### config.mk
export PLATFORM = sky130hd
export DESIGN_NAME = regfile_wb_arbiter_flat
export DESIGN_NICKNAME = d
export VERILOG_FILES = /design/src/rtl/regfile_wb_arbiter_pkg.sv /design/src/rtl/regfile_wb_arbiter_if.sv /design/src/rtl/regfile_wb_arbiter_wb_fifo.sv /design/src/rtl/regfile_wb_arbiter.sv /design/src/flat_wrapper.sv
export SDC_FILE = /design/constraint.sdc
export NUM_CORES = 1
export LEC_CHECK = 0
export ABC_CLOCK_PERIOD_IN_PS = 4770
export BUFFER_PORTS_ARGS = -buffer_cell sky130_fd_sc_hd__buf_2
export CORE_ASPECT_RATIO = 1.1
export CORE_MARGIN = 10
export CORE_UTILIZATION = 55
export CTS_CLUSTER_DIAMETER = 30
export CTS_CLUSTER_SIZE = 30
export DETAILED_ROUTE_END_ITERATION = 7
export PLACE_DENSITY = 0.8
export REMOVE_ABC_BUFFERS = 1
export SYNTH_ARGS = -nofsm -noshare
export SYNTH_HDL_FRONTEND = slang
export SYNTH_SLANG_ARGS = --single-unit
### constraint.sdc
create_clock -name clk -period 4.77 [get_ports clk]
set_clock_uncertainty 0.1 [all_clocks]
set_input_delay 0.7155 -clock clk [delete_from_list [all_inputs] [get_ports clk]]
set_output_delay 0.7155 -clock clk [all_outputs]
set_load 0.005 [all_outputs]
### src/rtl/regfile_wb_arbiter_pkg.sv
// Shared widths, constants and the buffered-result record for the register
// file write-side arbiter.
package regfile_wb_arbiter_pkg;

  localparam int REG_ADDR_W = 5;
  localparam int XLEN       = 32;
  localparam int NUM_REGS   = 32;

  localparam logic [REG_ADDR_W-1:0] X0_ADDR = '0;

  typedef struct packed {
    logic [REG_ADDR_W-1:0] rd;
    logic [XLEN-1:0]       data;
  } wb_entry_t;

endpackage

### src/rtl/regfile_wb_arbiter_if.sv
// Writeback sources, scoreboard queries and register file write port bundled
// as one interface; the arbiter is the slave, the surrounding pipeline the master.
interface regfile_wb_arbiter_if;
  import regfile_wb_arbiter_pkg::*;

  logic                  pw_valid;
  logic [REG_ADDR_W-1:0] pw_rd;
  logic [XLEN-1:0]       pw_data;
  logic                  iss_valid;
  logic [REG_ADDR_W-1:0] iss_rd;
  logic                  ll_valid;
  logic [REG_ADDR_W-1:0] ll_rd;
  logic [XLEN-1:0]       ll_data;
  logic                  ll_ready;
  logic [REG_ADDR_W-1:0] q_addr1;
  logic [REG_ADDR_W-1:0] q_addr2;
  logic                  busy1;
  logic                  busy2;
  logic                  rf_we;
  logic [REG_ADDR_W-1:0] rf_addr;
  logic [XLEN-1:0]       rf_data;

  modport master (
    output pw_valid, pw_rd, pw_data, iss_valid, iss_rd,
           ll_valid, ll_rd, ll_data, q_addr1, q_addr2,
    input  ll_ready, busy1, busy2, rf_we, rf_addr, rf_data
  );

  modport slave (
    input  pw_valid, pw_rd, pw_data, iss_valid, iss_rd,
           ll_valid, ll_rd, ll_data, q_addr1, q_addr2,
    output ll_ready, busy1, busy2, rf_we, rf_addr, rf_data
  );

endinterface

### src/rtl/regfile_wb_arbiter_wb_fifo.sv
// Small circular buffer for long-latency results waiting on the write port.
// Push and pop may occur together at any occupancy; DEPTH must be a power of two.
module wb_fifo
  import regfile_wb_arbiter_pkg::*;
#(
  parameter int DEPTH = 2
) (
  input  logic      clk,
  input  logic      rst,
  input  logic      push,
  input  wb_entry_t push_data,
  input  logic      pop,
  output wb_entry_t head,
  output logic      full,
  output logic      empty
);

  localparam int PTR_W = (DEPTH > 1) ? $clog2(DEPTH) : 1;
  localparam int CNT_W = PTR_W + 1;

  wb_entry_t        mem [DEPTH];
  logic [PTR_W-1:0] wr_ptr;
  logic [PTR_W-1:0] rd_ptr;
  logic [CNT_W-1:0] count;
  logic             do_push;
  logic             do_pop;

  assign full    = (count == CNT_W'(DEPTH));
  assign empty   = (count == '0);
  assign do_pop  = pop && !empty;
  // A pop frees the slot in the same cycle, so a push at full is fine only with a pop.
  assign do_push = push && (!full || do_pop);
  assign head    = mem[rd_ptr];

  always_ff @(posedge clk) begin
    if (do_push) begin
      mem[wr_ptr] <= push_data;
    end
  end

  always_ff @(posedge clk or posedge rst) begin
    if (rst) begin
      wr_ptr <= '0;
      rd_ptr <= '0;
      count  <= '0;
    end else begin
      if (do_push) wr_ptr <= wr_ptr + 1'b1;
      if (do_pop)  rd_ptr <= rd_ptr + 1'b1;
      case ({do_push, do_pop})
        2'b10:   count <= count + 1'b1;
        2'b01:   count <= count - 1'b1;
        default: count <= count;
      endcase
    end
  end

endmodule

### src/rtl/regfile_wb_arbiter.sv
// Write-port arbiter: pipeline writebacks first, then buffered long-latency
// results, then a direct long-latency bypass; tracks pending long-latency writes.
module regfile_wb_arbiter
  import regfile_wb_arbiter_pkg::*;
#(
  parameter int FIFO_DEPTH = 2
) (
  input  logic                 clk,
  input  logic                 rst,
  regfile_wb_arbiter_if.slave  wb
);

  logic                  fifo_full;
  logic                  fifo_empty;
  logic                  fifo_push;
  logic                  fifo_pop;
  wb_entry_t             fifo_head;
  wb_entry_t             ll_entry;
  logic                  ll_acc;

  logic                  commit;
  logic                  commit_ll;
  logic                  bypass;
  logic [REG_ADDR_W-1:0] c_rd;
  logic [XLEN-1:0]       c_data;

  logic [NUM_REGS-1:0]   sb;
  logic [NUM_REGS-1:0]   sb_next;
  logic                  rf_we;
  logic [REG_ADDR_W-1:0] rf_addr;
  logic [XLEN-1:0]       rf_data;

  assign ll_entry = '{rd: wb.ll_rd, data: wb.ll_data};
  assign ll_acc   = wb.ll_valid && !fifo_full;

  wb_fifo #(.DEPTH(FIFO_DEPTH)) u_fifo (
    .clk       (clk),
    .rst       (rst),
    .push      (fifo_push),
    .push_data (ll_entry),
    .pop       (fifo_pop),
    .head      (fifo_head),
    .full      (fifo_full),
    .empty     (fifo_empty)
  );

  always_comb begin
    commit    = 1'b0;
    commit_ll = 1'b0;
    bypass    = 1'b0;
    fifo_pop  = 1'b0;
    c_rd      = wb.pw_rd;
    c_data    = wb.pw_data;
    if (wb.pw_valid) begin
      commit = 1'b1;
    end else if (!fifo_empty) begin
      commit    = 1'b1;
      commit_ll = 1'b1;
      fifo_pop  = 1'b1;
      c_rd      = fifo_head.rd;
      c_data    = fifo_head.data;
    end else if (ll_acc) begin
      commit    = 1'b1;
      commit_ll = 1'b1;
      bypass    = 1'b1;
      c_rd      = wb.ll_rd;
      c_data    = wb.ll_data;
    end
  end

  assign fifo_push = ll_acc && !bypass;

  // Issue is applied after the clear so a same-cycle reissue keeps the bit set.
  always_comb begin
    sb_next = sb;
    if (commit_ll) sb_next[c_rd] = 1'b0;
    if (wb.iss_valid && (wb.iss_rd != X0_ADDR)) sb_next[wb.iss_rd] = 1'b1;
    sb_next[X0_ADDR] = 1'b0;
  end

  always_ff @(posedge clk or posedge rst) begin
    if (rst) begin
      sb      <= '0;
      rf_we   <= 1'b0;
      rf_addr <= '0;
      rf_data <= '0;
    end else begin
      sb    <= sb_next;
      rf_we <= commit && (c_rd != X0_ADDR);
      if (commit) begin
        rf_addr <= c_rd;
        rf_data <= c_data;
      end
    end
  end

  assign wb.ll_ready = !fifo_full;
  assign wb.busy1    = (wb.q_addr1 != X0_ADDR) && sb[wb.q_addr1];
  assign wb.busy2    = (wb.q_addr2 != X0_ADDR) && sb[wb.q_addr2];
  assign wb.rf_we    = rf_we;
  assign wb.rf_addr  = rf_addr;
  assign wb.rf_data  = rf_data;

endmodule

### src/flat_wrapper.sv
// flat-port wrapper written by rule: the top's interface ports become plain ports
module regfile_wb_arbiter_flat import regfile_wb_arbiter_pkg::*;
#(
  parameter int FIFO_DEPTH = 2
)
  (clk, rst, wb_pw_valid, wb_pw_rd, wb_pw_data, wb_iss_valid, wb_iss_rd, wb_ll_valid, wb_ll_rd, wb_ll_data, wb_q_addr1, wb_q_addr2, wb_ll_ready, wb_busy1, wb_busy2, wb_rf_we, wb_rf_addr, wb_rf_data);
  regfile_wb_arbiter_if wb_i ();
  input  logic clk;
  input  logic rst;
  input wire logic [$bits(wb_i.pw_valid)-1:0] wb_pw_valid;
  input wire logic [$bits(wb_i.pw_rd)-1:0] wb_pw_rd;
  input wire logic [$bits(wb_i.pw_data)-1:0] wb_pw_data;
  input wire logic [$bits(wb_i.iss_valid)-1:0] wb_iss_valid;
  input wire logic [$bits(wb_i.iss_rd)-1:0] wb_iss_rd;
  input wire logic [$bits(wb_i.ll_valid)-1:0] wb_ll_valid;
  input wire logic [$bits(wb_i.ll_rd)-1:0] wb_ll_rd;
  input wire logic [$bits(wb_i.ll_data)-1:0] wb_ll_data;
  input wire logic [$bits(wb_i.q_addr1)-1:0] wb_q_addr1;
  input wire logic [$bits(wb_i.q_addr2)-1:0] wb_q_addr2;
  output wire logic [$bits(wb_i.ll_ready)-1:0] wb_ll_ready;
  output wire logic [$bits(wb_i.busy1)-1:0] wb_busy1;
  output wire logic [$bits(wb_i.busy2)-1:0] wb_busy2;
  output wire logic [$bits(wb_i.rf_we)-1:0] wb_rf_we;
  output wire logic [$bits(wb_i.rf_addr)-1:0] wb_rf_addr;
  output wire logic [$bits(wb_i.rf_data)-1:0] wb_rf_data;
  assign wb_i.pw_valid = wb_pw_valid;
  assign wb_i.pw_rd = wb_pw_rd;
  assign wb_i.pw_data = wb_pw_data;
  assign wb_i.iss_valid = wb_iss_valid;
  assign wb_i.iss_rd = wb_iss_rd;
  assign wb_i.ll_valid = wb_ll_valid;
  assign wb_i.ll_rd = wb_ll_rd;
  assign wb_i.ll_data = wb_ll_data;
  assign wb_i.q_addr1 = wb_q_addr1;
  assign wb_i.q_addr2 = wb_q_addr2;
  assign wb_ll_ready = wb_i.ll_ready;
  assign wb_busy1 = wb_i.busy1;
  assign wb_busy2 = wb_i.busy2;
  assign wb_rf_we = wb_i.rf_we;
  assign wb_rf_addr = wb_i.rf_addr;
  assign wb_rf_data = wb_i.rf_data;
  regfile_wb_arbiter #(.FIFO_DEPTH(FIFO_DEPTH)) u_core (.clk(clk), .rst(rst), .wb(wb_i));
endmodule
### After elaboration in Yosys (flattened, before gate mapping)

Memories as Yosys holds them, arrays and structs flattened.
Index checks and enable logic that the tools add are counted.

| word-level totals | value |
|---|---|
| memory bits (writable) | 74 |
| flip-flop bits (word level) | 73 |
| input bits | 94 |
| memories kept | 1 |
| logic and storage cells | 71 |
| output and inout port bits | 41 |

| operators by class | value |
|---|---|
| mux-type cells | 27 |
| bitwise logic cells | 3 |
| eq/ne operators | 3 |
| order comparisons | 6 |
| $add $sub $neg | 4 |
| reduce and logical (&&, ||, !) cells | 20 |

Memories:

| memory | depth | width | rd ports | clocked after memory_dff | write ports | RTL line | source |
|---|---|---|---|---|---|---|---|
| u_core.u_fifo.mem | 2 | 37 | 1 | 0 | 1 | regfile_wb_arbiter_wb_fifo.sv:21 | `wb_entry_t mem [DEPTH];` |

Operator list:

| cell | number |
|---|---|
| $mux W32 | 5 |
| $and A32 B32 Y32 | 1 |
| $not A32 Y32 | 1 |
| $or A32 B32 Y32 | 1 |
| $lt A5 B6 Y1 const B | 4 |
| $reduce_bool A5 Y1 | 4 |
| $mux W5 | 3 |
| $mux W1 | 14 |
| $bmux W1 S5 | 2 |
| $demux W1 S5 | 2 |
| $ge A5 B1 Y1 const B | 2 |
| $logic_and A1 B1 Y1 | 10 |
| $eq A2 B2 Y1 const B | 2 |
| $pmux W2 S2 | 1 |
| $logic_not A1 Y1 | 3 |
| $add A1 B1 Y1 const B | 2 |
| $add A2 B1 Y2 const B | 1 |
| $eq A2 B1 Y1 const B | 1 |
| $logic_not A2 Y1 | 1 |
| $reduce_bool A2 Y1 | 1 |
| $sub A2 B1 Y2 const B | 1 |
| $logic_or A1 B1 Y1 | 1 |

### Longest topological paths before layout

Gate-level depths: netlist of the first run.

| depth | value |
|---|---|
| depth in word-level cells | 15 |
| mapped depth | 8 |
| mapped depth without buffers | 6 |

### By module

From an unflattened synthesis of the first run, not the netlist that was laid out.

| second synthesis, totals | value |
|---|---|
| cell total of the unflattened synthesis | 539 |
| area, all modules | 7,055.5 µm² |

Modules (own cells, without submodules):

| module | instances | cells an instance | sequential area each (µm²) | area each (µm²) |
|---|---|---|---|---|
| regfile_wb_arbiter | 1 | 399 | 1,726.7 | 4,165.2 |
| wb_fifo | 1 | 140 | 2,322.2 | 2,890.3 |

### Worst setup path before layout of the first run

Ideal clock, no wire load.

| timing path | value |
|---|---|
| kind | input-to-reg |
| from | input port wb_pw_valid |
| to | memory u_core.u_fifo.mem[0][0] in the netlist's numbering (enable) |
| cell stages on the path | 5 |
| library setup time | 0.431 ns |
| arrival time | 3.091 ns |
| slack | 1.148 ns |
| required time | 4.239 ns |
| path buffers | 2 |
| cells stage by stage | buf_2 clkbuf_1 nor2b_1 o21ai_0 nor2_1 |

| between the ends | value |
|---|---|
| word-level cells in the longest chain between the ends | 6 |
| elaborated cells on any way between the ends | 9 |
| classes of those cells | mux (4); reduce/logical (5) |

RTL lines:

| item | RTL line | source |
|---|---|---|
| start, declared | flat_wrapper.sv:10 | `input wire logic [$bits(wb_i.pw_valid)-1:0] wb_pw_valid;` |
| $mux W1 | regfile_wb_arbiter.sv:54 | `if (wb.pw_valid) begin` |
| $logic_not A1 Y1 / $logic_and A1 B1 Y1 (equally long branches) | regfile_wb_arbiter.sv:71, regfile_wb_arbiter_wb_fifo.sv:30 |  |
| $logic_and A1 B1 Y1 / $logic_or A1 B1 Y1 (equally long branches) | regfile_wb_arbiter.sv:71, regfile_wb_arbiter_wb_fifo.sv:32 |  |
| $logic_and A1 B1 Y1 * | regfile_wb_arbiter_wb_fifo.sv:32 | `assign do_push = push && (!full \|\| do_pop);` |
| $mux W1 * | regfile_wb_arbiter_wb_fifo.sv:36 | `if (do_push) begin` |
| $mux W1 (implied by the code) * | regfile_wb_arbiter_wb_fifo.sv:37 | `mem[wr_ptr] <= push_data;` |
| end, declared | regfile_wb_arbiter_wb_fifo.sv:21 |  |

Every way passes the cells marked *; elsewhere a longest branch is shown, timed or not.

### Final worst setup path of the first run

| timing path | value |
|---|---|
| from | input port wb_q_addr1[0] |
| to | output port wb_busy1 |

| between the ends | value |
|---|---|
| word-level cells in the longest chain between the ends | 3 |
| elaborated cells on any way between the ends | 4 |
| classes of those cells | mux (2); reduce/logical (2) |

RTL lines:

| item | RTL line | source |
|---|---|---|
| start, declared | flat_wrapper.sv:18 | `input wire logic [$bits(wb_i.q_addr1)-1:0] wb_q_addr1;` |
| $bmux W1 S5 | regfile_wb_arbiter.sv:98 | `assign wb.busy1 = (wb.q_addr1 != X0_ADDR) && sb[wb.q_addr1];` |
| $mux W1 (implied by the code) | regfile_wb_arbiter.sv:98 |  |
| $logic_and A1 B1 Y1 * | regfile_wb_arbiter.sv:98 |  |
| end, declared | flat_wrapper.sv:21 | `output wire logic [$bits(wb_i.busy1)-1:0] wb_busy1;` |

Every way passes the cells marked *; elsewhere a longest branch is shown, timed or not. The select of a mux whose other input is x is not followed.

==> results of run 1 <==
[stage by stage]
stage	instances	total power [W]
floorplan	485	0.00296
global placement	778	0.00345
detailed placement	778	0.00352
CTS	810	0.00488
global route	810	0.00512
finish	811	0.00487
[cells in the mapped netlist, types with 3 or more instances]
master and instances:
edfxtp_1 74, o31ai_1 12, a31oi_1 33, o22ai_1 3, buf_2 8, a22oi_1 32
o211ai_1 3, mux4_2 17, xnor2_1 4, clkbuf_1 20, nor2_1 43, dfrtp_1 73
nand2b_1 3, or3b_2 4, o21ai_0 68, a21oi_1 4, o21ai_1 20, nand2_1 8
mux2i_1 34, nand3b_1 6, mux2_2 11
[critical path, cell delays in order]
cell and delay (ns):
buf_2 0.24, mux4_2 0.54, mux2_2 0.28, mux4_2 0.47
buf_2 0.15
[sequential cells by signal, indices dropped and copies added, names as in the netlist]
name,cells
u_core.wb.rf_data,32
u_core.wb.rf_addr,5
u_core.u_fifo.count,2
u_core.u_fifo.wr_ptr,1
u_core.u_fifo.rd_ptr,1
u_core.sb,31
u_core.u_fifo.mem,74
u_core.wb.rf_we,1
[path summary, 6_finish.rpt]
kind / endpoint / slack (ns) / depth (start not counted)
max: wb_busy1 / 1.56 / 5
min: u_core.wb.rf_addr[4] / 0.38 / 2
max reg2reg: u_core.sb[23] / 1.79 / 5
min reg2reg: u_core.wb.rf_addr[4] / 0.38 / 2
max in group asynchronous: u_core.wb.rf_data[4] / 3.20 / 3
min in group asynchronous: u_core.sb[2] / 0.40 / 2
[cell type report]
type	instances	area, um^2	area share
flip-flops and latches	147	4050	0.498
multi-input cells	335	2560	0.315
repair buffers	139	708	0.0872
clock buffers	18	429	0.0528
well taps	154	193	0.0237
clock inverters	14	169	0.0208
inverters	3	11.3	0.00139
diodes	1	2.50	0.000308
[power groups by stage]
stage               Clock (W)  Combinational, W  Sequential, W
floorplan                   0          0.000940        0.00202
global placement            0           0.00133        0.00212
detailed placement          0           0.00138        0.00214
CTS                   0.00136           0.00140        0.00212
global route          0.00141           0.00154        0.00217
finish                0.00135           0.00140        0.00213
[logic make-up after synthesis]
| logic type | after synthesis |
|---|---|
| adders and majority gates | 1 |
| buffers and inverters | 37 |
| muxes | 62 |
| xor gates and xnor gates | 5 |
| DFF | 147 |
| AOI/OAI and AO/OA | 188 |
| and+or+nand+nor | 79 |
[per-layer routing]
metal / track usage / wire length, um
met5: 0 / 0
met4: 0.0845 / 339
met3: 0.0577 / 1530
met2: 0.336 / 8790
met1: 0.242 / 6830
==> flow_summary.ini, run 1 <==
[sta]
tightest_slew_ns = 1.13
drv_slew = 0
finalCriticalPeriod_ns = 3.21
finalSetupViolCount = 0
fmax_ghz = 0.312
setup_ws_ns = 1.56
whs_ns = 0.381
rsz0062_at_grt = no
period_share = 0.672
max-slew-margin-rel = 0.249
hold_viol = 0
tns_ns = 0

[worst_setup_path]
crit_required_ns = 3.95
critPathLaunchType = primary input
worst-path-max-fanout = 9
rr_startpoint = u_core.u_fifo.rd_ptr
arrival_ns = 2.39
endpoint_kind = primary output
path_class = in2out
startpoint = wb_q_addr1[0]

[global_routing]
grt_pass1_wl_um = 27400
grt_usage = 0.202
antenna_found_initial = 0
grt.overflow.total = 0
grt_max_degree = 60
first_global_vias = 5260

[pwr]
p_sw_frac = 0.344
comb_power_share = 0.286
ir_drop_mv = 0.410
power_switching_w = 0.00167
p_leak_nw = 3.21
p_per_area_nw_per_um2 = 600
power_frac_seq = 0.437
clockPowerShare = 0.276
internal_power_w = 0.00320

[synthesis]
synth_top_family_by_area = compound AO/OA/AOI/OAI gates
synth-seq-cells = 147
synth_fa_ha_area_frac = 0.00185
synth_mux_area_frac = 0.125
synth_top_cell_area_share = 0.329
ys_seq_area_frac = 0.599
async_flop_share = 0.497
syn_area_um2 = 6750
synthFlopType = edfxtp_1
avgSynthCellArea_um2 = 13.0
synthSimpleGateAreaFrac = 0.0632
synth_edf_count = 74
synth_compound_area_frac = 0.178
synth_area_leaders = edfxtp_1 33%, dfrtp_1 27%, mux4_2 5.7%
yosys_warnings = 0
synth_cells = 519
synth_xor_area_frac = 0.00648
synth_area_leader_cell = edfxtp_1
ys_types = 52

[routing]
drt_drc_violations_left = 2
first_iter_violations = 544
firstDrtPassIters = 7
wire_per_inst_um = 21.6
ant_nets = 0
drt-total-wl_um = 17500
vias = 5113
vias_per_cell = 6.30

[hold_path]
min_from = u_core.wb.rf_addr[4]
worstHoldPathType = reg2reg

[placed_design]
io_buffers = 134
dp_hpwl_um = 12300
gp_congestion = 0.936
place_worst_setup_slack_ns = 1.47
placedInstanceArea_um2 = 7520

[cells_and_area]
final_cell_mix = 134 x buf_2, 74 x edfxtp_1, 72 x dfrtp_1
final_common_cell = buf_2
fin_nets = 738
layout-area-overhead-vs-synth_pct = 20.3
final_util = 0.675
final_layout_size_suffix_gt1_frac = 0.340
stdcell_area_um2 = 8130
fillers = 842

[clock_network]
cts-root-buf = clkbuf_16
cts_buffers = 17
cts_buffer_depth = 2
cts_setup_buffers = 0
clkTransAtPathRegs_ns = 0.06
clock_latency_ns = 0.42
cts_resized = 0
h-tree-depth = 4
hold_buffers = 0
cts_sinks = 147
cts_tree = done

[die]
dieArea_um2 = 17100
initial_utilization = 0.561
dieWidth_um = 126
fp.coreArea_um2 = 12000
dieHeight_um = 136
pin_count = 135
rows = 42

[run_status]
violations = DRC
status = finished, violations left

[run]
cap_violations = 0
No activity file was read; power rests on OpenSTA's default activity.
==> inputs of run 2 (changes only) <==
--- a/config.mk
+++ b/config.mk
@@ -5,15 +5,15 @@
 export SDC_FILE = /design/constraint.sdc
 export NUM_CORES = 1
 export LEC_CHECK = 0
-export ABC_CLOCK_PERIOD_IN_PS = 4770
+export ABC_CLOCK_PERIOD_IN_PS = 2830
 export BUFFER_PORTS_ARGS = -buffer_cell sky130_fd_sc_hd__buf_2
 export CORE_ASPECT_RATIO = 1.1
 export CORE_MARGIN = 10
-export CORE_UTILIZATION = 55
+export CORE_UTILIZATION = 50
 export CTS_CLUSTER_DIAMETER = 30
 export CTS_CLUSTER_SIZE = 30
 export DETAILED_ROUTE_END_ITERATION = 7
-export PLACE_DENSITY = 0.8
+export PLACE_DENSITY = 0.76
 export REMOVE_ABC_BUFFERS = 1
 export SYNTH_ARGS = -nofsm -noshare
 export SYNTH_HDL_FRONTEND = slang
==> constraint.sdc (replaced) <==
create_clock -name clk -period 2.83 [get_ports clk]
set_clock_uncertainty 0.1 [all_clocks]
set_input_delay 0.4245 -clock clk [delete_from_list [all_inputs] [get_ports clk]]
set_output_delay 0.4245 -clock clk [all_outputs]
set_load 0.005 [all_outputs]
==> flow_summary.ini, run 2 (synthesized netlist as in run 1, its figures left out) <==
[cells_and_area]
reg_top3 = u_core.u_fifo.mem: 74 flops, u_core.wb.rf_data: 32 flops, u_core.sb: 31 flops
final_layout_size_suffix_gt1_frac = 0.342
top_register = u_core.u_fifo.mem
stdcell_area_um2 = 8150
finalNonFillerCells = 822
layout-area-overhead-vs-synth_pct = 20.7
largest_reg_flops = 74
final_cell_mix = 134 x buf_2, 74 x edfxtp_1, 72 x dfrtp_1
final_common_cell = buf_2
final_util = 0.617
fin_nets = 742

[placed_design]
gp_congestion = 0.907
place_worst_setup_slack_ns = 0.183
placedInstanceArea_um2 = 7590
place_inst = 789
dp_hpwl_um = 11900
io_buffers = 134

[sta]
setup_ws_ns = 0.139
tns_ns = 0
finalSetupViolCount = 0
fmax_ghz = 0.372
max-slew-margin-rel = 0.266
rsz0062_at_grt = no
drv_slew = 0
finalCriticalPeriod_ns = 2.69
tightest_slew_ns = 1.10
hold_viol = 0
period_share = 0.951

[worst_setup_path]
crit_required_ns = 2.31
endpoint_kind = primary output
critPathLaunchType = flip-flop
startpoint = u_core.sb[28]
crit_top_cell = mux4_2
path_class = reg2out
arrival_ns = 2.17
rr_startpoint = u_core.u_fifo.count[0]
crit_path_cell_trace = mux4_2 > mux2_2 > mux4_2 > buf_2
cp_slowest_cell = mux4_2
worst-path-buf-inv = 1
max_stage_delay_ns = 0.47
cpLargestDelayFamily = multiplexers
worst-path-max-fanout = 3

[clock_network]
clock_latency_ns = 0.41
cts_buffer_depth = 2
hold_buffers = 0
cts_resized = 0
cts_setup_buffers = 0
h-tree-depth = 4
cts_sinks = 147
cts_tree = done
cts-root-buf = clkbuf_16
cts_buffers = 17
clkTransAtPathRegs_ns = 0.06

[die]
pin_count = 135
fp.coreArea_um2 = 13200
dieArea_um2 = 18600
dieHeight_um = 142
dieWidth_um = 131
initial_utilization = 0.511
rows = 44

[routing]
drt_drc_violations_left = 0
first_iter_violations = 420
drt-total-wl_um = 16800
wire_per_inst_um = 20.5
firstDrtPassIters = 5
ant_nets = 0
vias_per_cell = 5.94
vias = 4879

[global_routing]
grt.overflow.total = 0
antenna_found_initial = 2
grt_usage = 0.187
grt_max_degree = 65
first_global_vias = 5235
grt_pass1_wl_um = 27100

[run_status]
status = finished, final reports clean

[pwr]
ir_drop_mv = 0.559
power_frac_seq = 0.416
p_per_area_nw_per_um2 = 984
clockPowerShare = 0.260
p_leak_nw = 3.23
comb_power_share = 0.323
p_sw_frac = 0.334
internal_power_w = 0.00533
power_switching_w = 0.00268

[hold_path]
worstHoldPathType = in2async

[run]
cap_violations = 0
[run 2: per-layer routing]
layer  share of wire  track usage  up-vias  wire (um)
met5          0.0012            0        -         21
met4           0.011       0.0680        4        180
met3           0.082       0.0704       16       1380
met2            0.50        0.300      170       8480
met1            0.40        0.223     2403       6760
li1                -            -     2286          -
[run 2: power groups by stage]
stage | clock network, W | registers, W | logic [W]
floorplan | 0 | 0.00340 | 0.00158
global placement | 0 | 0.00334 | 0.00253
detailed placement | 0 | 0.00336 | 0.00261
CTS | 0.00212 | 0.00333 | 0.00262
global route | 0.00223 | 0.00341 | 0.00287
finish | 0.00209 | 0.00334 | 0.00259
[run 2: per-stage QoR]
| step | total power (W) | hold slack, ns |
|---|---|---|
| 2_1_floorplan | 0.00498 | 0.368 |
| 3_3_place_gp | 0.00587 | 0.365 |
| 3_5_place_dp | 0.00597 | 0.369 |
| 4_1_cts | 0.00807 | 0.0143 |
| 5_1_grt | 0.00851 | 0.0303 |
| 6_report | 0.00801 | 0.00156 |
[run 2: final cells by class]
type	instances	area, um^2
diodes	1	2.50
clock buffers	22	485
clock inverters	10	72.6
fillers	1071	5060
inverters	3	11.3
multi-input cells	335	2560
flip-flops and latches	147	4050
well taps	161	201
repair buffers	143	763
[run 2: worst paths after layout]
check	end	slack [ns]	cells after the start
setup / recovery	wb_busy1	0.14	4
min in group clk	u_core.u_fifo.mem[1][27]	0.11	1
hold reg to reg	u_core.wb.rf_addr[0]	0.38	2
setup reg to reg	u_core.sb[23]	0.47	7
hold / removal	u_core.wb.rf_data[15]	0.002	2
max in group asynchronous	u_core.u_fifo.rd_ptr	1.95	3
==> inputs of run 3 (changes only) <==
--- a/config.mk
+++ b/config.mk
@@ -7,6 +7,7 @@
 export LEC_CHECK = 0
 export ABC_CLOCK_PERIOD_IN_PS = 2830
 export BUFFER_PORTS_ARGS = -buffer_cell sky130_fd_sc_hd__buf_2
+export CAP_MARGIN = 5
 export CORE_ASPECT_RATIO = 1.1
 export CORE_MARGIN = 10
 export CORE_UTILIZATION = 50
@@ -14,7 +15,6 @@
 export CTS_CLUSTER_SIZE = 30
 export DETAILED_ROUTE_END_ITERATION = 7
 export PLACE_DENSITY = 0.76
-export REMOVE_ABC_BUFFERS = 1
 export SYNTH_ARGS = -nofsm -noshare
 export SYNTH_HDL_FRONTEND = slang
 export SYNTH_SLANG_ARGS = --single-unit
==> flow_summary.ini, run 3 (synthesized netlist as in run 1, its figures left out) <==
[run_status]
status = finished, final reports clean

[pwr]
clockPowerShare = 0.276
p_leak_nw = 3.23
power_w = 0.00821
comb_power_share = 0.314
ir_drop_mv = 0.580
p_per_area_nw_per_um2 = 1000
power_switching_w = 0.00269
internal_power_w = 0.00552
power_frac_seq = 0.410
p_sw_frac = 0.328

[worst_setup_path]
max_stage_delay_ns = 0.47
r2r-end = u_core.sb[19]
r2r_slack_ns = 0.39
endpoint_kind = primary output
critPathLaunchType = flip-flop
worst-path-max-fanout = 3
crit_path_cell_trace = mux4_2 > mux2_2 > mux4_2 > buf_2
path_class = reg2out
crit_required_ns = 2.31
cp_num_cells = 4
crit_top_cell = mux4_2
rr_startpoint = u_core.u_fifo.count[0]
arrival_ns = 2.16
cp_slowest_cell = mux4_2
worst-path-buf-inv = 1
cpLargestDelayFamily = multiplexers
r2r_cells = 7

[placed_design]
dp_hpwl_um = 11900
gp_congestion = 0.886
place_worst_setup_slack_ns = 0.192
placedInstanceArea_um2 = 7580
io_buffers = 134

[routing]
wire_per_inst_um = 20.6
ant_nets = 0
drt_drc_violations_left = 0
firstDrtPassIters = 6
first_iter_violations = 303
vias_per_cell = 6.03
drt-total-wl_um = 16900
vias = 4959

[global_routing]
grt_max_degree = 70
first_global_vias = 5151
grt.overflow.total = 0
grt_usage = 0.183
antenna_found_initial = 3
grt_pass1_wl_um = 26700

[sta]
fmax_ghz = 0.373
tightest_slew_ns = 1.11
setup_ws_ns = 0.146
period_share = 0.948
finalCriticalPeriod_ns = 2.68
max-slew-margin-rel = 0.256
drv_slew = 0
rsz0062_at_grt = no
tns_ns = 0
hold_viol = 0
finalSetupViolCount = 0

[cells_and_area]
final_layout_size_suffix_gt1_frac = 0.340
final_common_cell = buf_2
seqCellArea_um2 = 4050
top_register = u_core.u_fifo.mem
fillers = 1029
fin_nets = 743
multi_input_area_um2 = 2560
reg_top3 = u_core.u_fifo.mem: 74 flops, u_core.wb.rf_data: 32 flops, u_core.sb: 31 flops
final_cell_mix = 134 x buf_2, 74 x edfxtp_1, 72 x dfrtp_1
layout-area-overhead-vs-synth_pct = 21.3
stdcell_area_um2 = 8190
largest_reg_flops = 74

[die]
initial_utilization = 0.511
dieWidth_um = 131
dieHeight_um = 142
dieArea_um2 = 18600
rows = 44
pin_count = 135
fp.coreArea_um2 = 13200

[clock_network]
cts_sinks = 147
cts-root-buf = clkbuf_16
h-tree-depth = 4
cts_buffer_depth = 2
clock_latency_ns = 0.41
clkTransAtPathRegs_ns = 0.06
cts_buffers = 17
cts_tree = done

[run]
cap_violations = 0

[hold_path]
hold_end = u_core.u_fifo.mem[0][2]
min_path_cells = 1
worstHoldPathType = in2reg
min_from = wb_ll_data[2]

[synthesis]
syn_nets = 614
## run 3: cell count changes in the layout (fill, tap and decap cells not counted)
cell,before,now
inv_4,1,0
clkbuf_16,18,17
clkinv_2,3,0
inv_6,3,0
clkinv_1,0,1
dlygate4sd3_1,0,1
buf_12,2,1
buf_4,7,8
clkbuf_8,2,1
bufinv_16,0,3
clkinvlp_4,1,5
clkinv_4,2,3
## run 3: what timing repair did
item | CTS | global route
hold buffers | 1 | 0
setup buffers | 0 | 0
endpoints found under the hold margin | 20 | 0
resized for setup | 0 | 0
## run 3: layout make-up
| cell class | instances | area share |
|---|---|---|
| Clock inverter | 12 | 0.0192 |
| Clock buffer | 20 | 0.0545 |
| Inverter | 3 | 0.00137 |
| Multi-Input combinational cell | 335 | 0.313 |
| Antenna cell | 1 | 0.000305 |
| Timing Repair Buffer | 144 | 0.0929 |
| Tap cell | 161 | 0.0246 |
| Sequential cell | 147 | 0.494 |
## run 3: metal layers
layer | wire (um) | share of wire | up-vias | GRT usage
met3 | 1210 | 0.072 | 15 | 0.0611
li1 | - | - | 2293 | -
met1 | 6940 | 0.41 | 2469 | 0.218
met4 | 129 | 0.0076 | 2 | 0.0451
met5 | 10 | 0.00059 | - | 0
met2 | 8640 | 0.51 | 180 | 0.310
## run 3: worst register-to-register path: cells and delay by family, from the launching register on
kind	cells	cell delay (ns)
AO/OA/AOI/OAI	4	1.07
buffers and inverters	2	0.31
flip-flops	1	0.37
AND/OR/NAND/NOR	1	0.46
## run 3: power by group through the flow
stage | Sequential (W) | Combinational [W] | Clock [W]
floorplan | 0.00326 | 0.00181 | 0
global placement | 0.00335 | 0.00252 | 0
detailed placement | 0.00339 | 0.00258 | 0
CTS | 0.00336 | 0.00260 | 0.00228
global route | 0.00343 | 0.00284 | 0.00238
finish | 0.00337 | 0.00258 | 0.00226
## run 3: how the worst max path moves through the flow
stage / startpoint / end / slack [ns]
final: u_core.sb[27] / wb_busy1 / 0.15
after detailed placement: wb_q_addr2[0] / wb_busy2 / 0.19
after global routing: u_core.sb[23] / wb_busy1 / 0.08
after CTS: u_core.sb[7] / wb_busy2 / 0.13
after global placement: wb_q_addr2[0] / wb_busy2 / 0.20
after floorplan: wb_pw_valid / u_core.u_fifo.mem[0][0] / -0.50
## run 3: stage by stage
stage | std cells | utilization | hold slack (ns)
6_report | 823 | 0.620 | 0.116
5_1_grt | 822 | 0.620 | 0.0972
4_1_cts | 822 | 0.620 | 0.102
3_5_place_dp | 789 | 0.573 | 0.366
3_3_place_gp | 789 | 0.573 | 0.360
2_1_floorplan | 519 | - | 0.368
